[src/rtl/fifo_byte_packer.sv]
// Packs DATA_WIDTH-wide words read from a synchronous FIFO into PACK-wide little-endian beats.
// A flush closes the partially assembled word and marks it with m_last.
module fifo_byte_packer #(
    parameter int DATA_WIDTH = 8,
    parameter int PACK       = 4
) (
    input  logic                       clk,
    input  logic                       rst_n,
    input  logic                       fifo_rd_valid,
    output logic                       fifo_rd_en,
    input  logic [DATA_WIDTH-1:0]      fifo_rd_data,
    input  logic                       flush,
    output logic                       m_valid,
    input  logic                       m_ready,
    output logic [PACK*DATA_WIDTH-1:0] m_data,
    output logic [PACK-1:0]            m_keep,
    output logic                       m_last
);

    localparam int CW = $clog2(PACK) + 1;
    localparam int WW = PACK * DATA_WIDTH;
    localparam logic [CW-1:0] FULL = CW'(PACK);

    typedef enum logic [1:0] {FILL, DRAIN, EMIT} state_t;

    state_t          state_q;
    logic [CW-1:0]   cnt_q;
    logic            pend_q;
    logic [WW-1:0]   asm_q;
    logic            mValid_q;
    logic [WW-1:0]   mData_q;
    logic [PACK-1:0] mKeep_q;
    logic            mLast_q;

    logic [CW-1:0]   cnt_d;
    logic [WW-1:0]   asm_d;
    logic [PACK-1:0] partKeep;
    logic [WW-1:0]   partData;
    logic            outFree;

    // cnt_d/asm_d are the assembly contents after this cycle's in-flight byte lands.
    always_comb begin
        cnt_d    = cnt_q + {{(CW-1){1'b0}}, pend_q};
        asm_d    = asm_q;
        partKeep = '0;
        partData = '0;
        for (int i = 0; i < PACK; i++) begin
            if (pend_q && (cnt_q == CW'(i))) begin
                asm_d[i*DATA_WIDTH +: DATA_WIDTH] = fifo_rd_data;
            end
            partKeep[i] = (CW'(i) < cnt_q);
            if (partKeep[i]) begin
                partData[i*DATA_WIDTH +: DATA_WIDTH] = asm_q[i*DATA_WIDTH +: DATA_WIDTH];
            end
        end
    end

    assign outFree    = !mValid_q || m_ready;
    assign fifo_rd_en = rst_n && fifo_rd_valid && (state_q == FILL) && (cnt_d < FULL);

    // A flush in FILL defers any completion so the word closed by it carries m_last.
    always_ff @(posedge clk or negedge rst_n) begin
        if (!rst_n) begin
            state_q  <= FILL;
            cnt_q    <= '0;
            pend_q   <= 1'b0;
            asm_q    <= '0;
            mValid_q <= 1'b0;
            mData_q  <= '0;
            mKeep_q  <= '0;
            mLast_q  <= 1'b0;
        end else begin
            pend_q <= fifo_rd_en;
            if (mValid_q && m_ready) begin
                mValid_q <= 1'b0;
            end
            case (state_q)
                FILL: begin
                    asm_q <= asm_d;
                    if (flush) begin
                        cnt_q   <= cnt_d;
                        state_q <= DRAIN;
                    end else if ((cnt_d == FULL) && outFree) begin
                        cnt_q    <= '0;
                        mValid_q <= 1'b1;
                        mData_q  <= asm_d;
                        mKeep_q  <= '1;
                        mLast_q  <= 1'b0;
                    end else begin
                        cnt_q <= cnt_d;
                    end
                end
                DRAIN: begin
                    asm_q <= asm_d;
                    cnt_q <= cnt_d;
                    if (!pend_q) begin
                        state_q <= (cnt_q != '0) ? EMIT : FILL;
                    end
                end
                EMIT: begin
                    if (outFree) begin
                        cnt_q    <= '0;
                        mValid_q <= 1'b1;
                        mData_q  <= partData;
                        mKeep_q  <= partKeep;
                        mLast_q  <= 1'b1;
                        state_q  <= FILL;
                    end
                end
                default: state_q <= FILL;
            endcase
        end
    end

    assign m_valid = mValid_q;
    assign m_data  = mData_q;
    assign m_keep  = mKeep_q;
    assign m_last  = mLast_q;

endmodule

[config.mk]
export PLATFORM = sky130hd
export DESIGN_NAME = fifo_byte_packer
export DESIGN_NICKNAME = d
export VERILOG_FILES = /design/src/rtl/fifo_byte_packer.sv
export SDC_FILE = /design/constraint.sdc
export NUM_CORES = 1
export LEC_CHECK = 0
export BUFFER_PORTS_ARGS = -buffer_cell sky130_fd_sc_hd__clkbuf_2
export CELL_PAD_IN_SITES_DETAIL_PLACEMENT = 0
export CELL_PAD_IN_SITES_GLOBAL_PLACEMENT = 1
export CORE_MARGIN = 5
export CORE_UTILIZATION = 51
export CTS_CLUSTER_DIAMETER = 50
export DETAILED_ROUTE_END_ITERATION = 7
export PLACE_DENSITY = 0.88
export SLEW_MARGIN = 5
export SYNTH_ARGS = -nofsm -noshare
export SYNTH_HDL_FRONTEND = slang
export SYNTH_SLANG_ARGS = --single-unit
[constraint.sdc]
create_clock -name clk -period 6.04 [get_ports clk]
set_input_delay 1.51 -clock clk [delete_from_list [all_inputs] [get_ports clk]]
set_output_delay 1.51 -clock clk [all_outputs]
set_load 0.01 [all_outputs]
==> impl_metrics.ini <==
[detailed_routing]
routed_via_density = 5.496
dr.pass1.iters = 4
met1Wirelength_mm = 3.723
wire_per_inst_um = 17.25
topRoutingLayerUsed = met4
via_count = 2517
wl_met3_um = 429
drtAntennaViolNets = 0
routed_wl_mm = 7.899
drc_errors = 0
drt_iter0_markers = 119
dr_wl_met2_mm = 3.646

[min_path]
hp-start = m_data[27]
hold_depth = 1
min_to = m_data[27]
min_path_type = flop to flop

[finish]
layout_common_cells = 76 x dfrtp_1, 50 x clkbuf_2, 40 x mux2_2, 33 x mux2i_1, 29 x mux2_4
nets = 370
diodes = 0
fin_util = 0.5813
fillCellCount = 638
regArea_um2 = 1902
final_common_cell = dfrtp_1
fin_cells = 458
drive_gt1_frac = 0.4101
areaGrowthSynthToFinish_pct = 11.83
multiInputGateArea_um2 = 1901

[global_routing]
grt_usage = 0.1738
grt_pass1_wl_mm = 13.41
grt_antenna_before_repair = 0
grt_pass1_vias = 2633
grt_max_degree = 46
gr-total-overflow = 0

[timing]
fmax_mhz = 261.3
relSlewSlack = 0.3010
finalHoldViolations = 0
setup_ws_ns = 2.213
tns_ns = 0
worstMarginPinSlew_ns = 1.046
skew_ns = 0.01044
maxSlewViolCount = 0
finalCritPeriodShare = 0.6336
fin_crit_ns = 3.827
setup_viol = 0
rsz0062_at_grt = false

[place]
hpwl_mm = 5.355
place.gp.congestion = 0.8064
dp_cells = 442
port-buffer-count = 51
place_ws_ns = 2.169

[clocking]
ctsResizeCount = 0
cts_tree = done
cts_sinks = 76
clock_latency_ns = 0.35
cts_setup_buffers = 0
cts_made_buffers = 9
htreeDepth = 3
clockRootBuffer = clkbuf_8
cts_buffer_depth = 2
ctsHoldBuffers = 0
clk_pin_slew_ns = 0.07

[worst_setup_path]
worstPathMaxFanout = 35
slowest_delay_ns = 0.36
slowest_stage = buf_4
worstPathCellList = buf_4 > nand3_1 > nor2_1 > clkbuf_2
critical_path_class = primary input to output port
worstReg2RegStart = cnt_q[0]
cp_top_family = buffers and inverters
rr_worst_depth = 7
critPathBufInv = 2
reg2reg_to = m_data[22]
rrSetupSlack_ns = 2.76
start_kind = primary input
crit_required_ns = 4.53
worstPathArrival_ns = 2.32
end_kind = output port

[power_and_ir_drop]
powerDensity_nw_per_um2 = 418.6
p_total_mw = 1.861
p_leak_nw = 2.063
ir_drop_v = 0.0002138

[yosys]
async_reset_ff_frac = 1.000
yosys_most_used_dff = dfrtp_1
synthTopCellsByArea = dfrtp_1 48%, mux2_2 11%, mux2_4 11%
ys_ff_latch = 76
synth-seq-area-share = 0.4784
yosysWarningCount = 0
synth_edf_count = 0
netlist_area_um2 = 3975
yosys.area.top_type = dfrtp_1
yosysUniqueCellTypes = 33
synth_nets = 324
netlist_instances = 305
syn_area_per_cell_um2 = 13.03
synth.top_cell.area_share = 0.4784

[die]
dieArea_um2 = 9660
start_util = 0.5198
pin_count = 52
design.core.area_um2 = 7647
die_w_um = 98.29
rows = 32
die_h_um = 98.29

[job]
drv_cap = 0

[run_status]
status = completed
[registers in the layout, summed over array words and instances (netlist names)]
signal,flops
state_q,2
cnt_q,3
asm_q,32
m_keep,4
m_valid,1
m_data,32
m_last,1
pend_q,1
[Yosys cell counts (2+ instances only)]
cell / n
dfrtp_1: 76
mux2_2: 40
mux2i_1: 33
mux2_4: 29
nand2_1: 20
o21ai_0: 20
o2bb2ai_1: 16
inv_1: 7
nor2b_1: 7
ha_1: 6
buf_2: 5
clkbuf_1: 5
buf_4: 4
nand2b_1: 4
nand3_1: 4
nor2_1: 4
a21oi_1: 3
buf_12: 3
and4bb_2: 2
buf_1: 2
nand4b_1: 2
nor3_1: 2
[cell type report]
| class | instances | area share |
|---|---|---|
| Tap cell | 102 | 0.02871 |
| Timing Repair Buffer | 55 | 0.06473 |
| Clock inverter | 5 | 0.01351 |
| Sequential cell | 76 | 0.4278 |
| Multi-Input combinational cell | 202 | 0.4275 |
| Clock buffer | 11 | 0.03180 |
| Inverter | 7 | 0.005911 |
[through the flow]
stage               hold slack, ns  instance area, µm²
global placement            0.4952                4244
detailed placement          0.4947                4244
global route                0.5306                4446
finish                      0.5066                4446
CTS                         0.5137                4446
floorplan                   0.4966                3975
[per-layer routing]
layer  GRT usage  up-vias
met1      0.2437     1265
met2      0.2694       59
met4     0.03887        0
met3     0.05000        9
met5           0        -
li1            -     1184
[worst max-delay path by stage]
stage / from / to / slack (ns) / cells past startpoint
6_report: rst_n / fifo_rd_en / 2.21 / 4
5_1_grt: rst_n / fifo_rd_en / 2.06 / 4
4_1_cts: rst_n / fifo_rd_en / 2.18 / 4
3_5_place_dp: flush / m_data[22] / 2.17 / 6
3_3_place_gp: rst_n / fifo_rd_en / 2.20 / 4
2_1_floorplan: rst_n / fifo_rd_en / 2.76 / 2
[where the power goes]
group	leakage, nW	switching (mW)	internal (mW)	total [mW]
Clock	0.0999	0.184	0.204	0.388
Combinational	0.961	0.296	0.354	0.650
Sequential	1.00	0.134	0.688	0.823
Total	2.06	0.615	1.25	1.86
[cell families (layout without fill, tap and decap cells)]
logic type,count (synthesis),after routing,share of synthesized area
xor gates and xnor gates,1,1,0.006926
buffers and inverters,27,78,0.04501
and+or+nand+nor,49,49,0.06799
AOI/OAI and AO/OA,44,44,0.07680
adders and majority gates,6,6,0.01889
DFF,76,76,0.4784
muxes,102,102,0.3059
No activity file was read; power rests on OpenSTA's default activity.
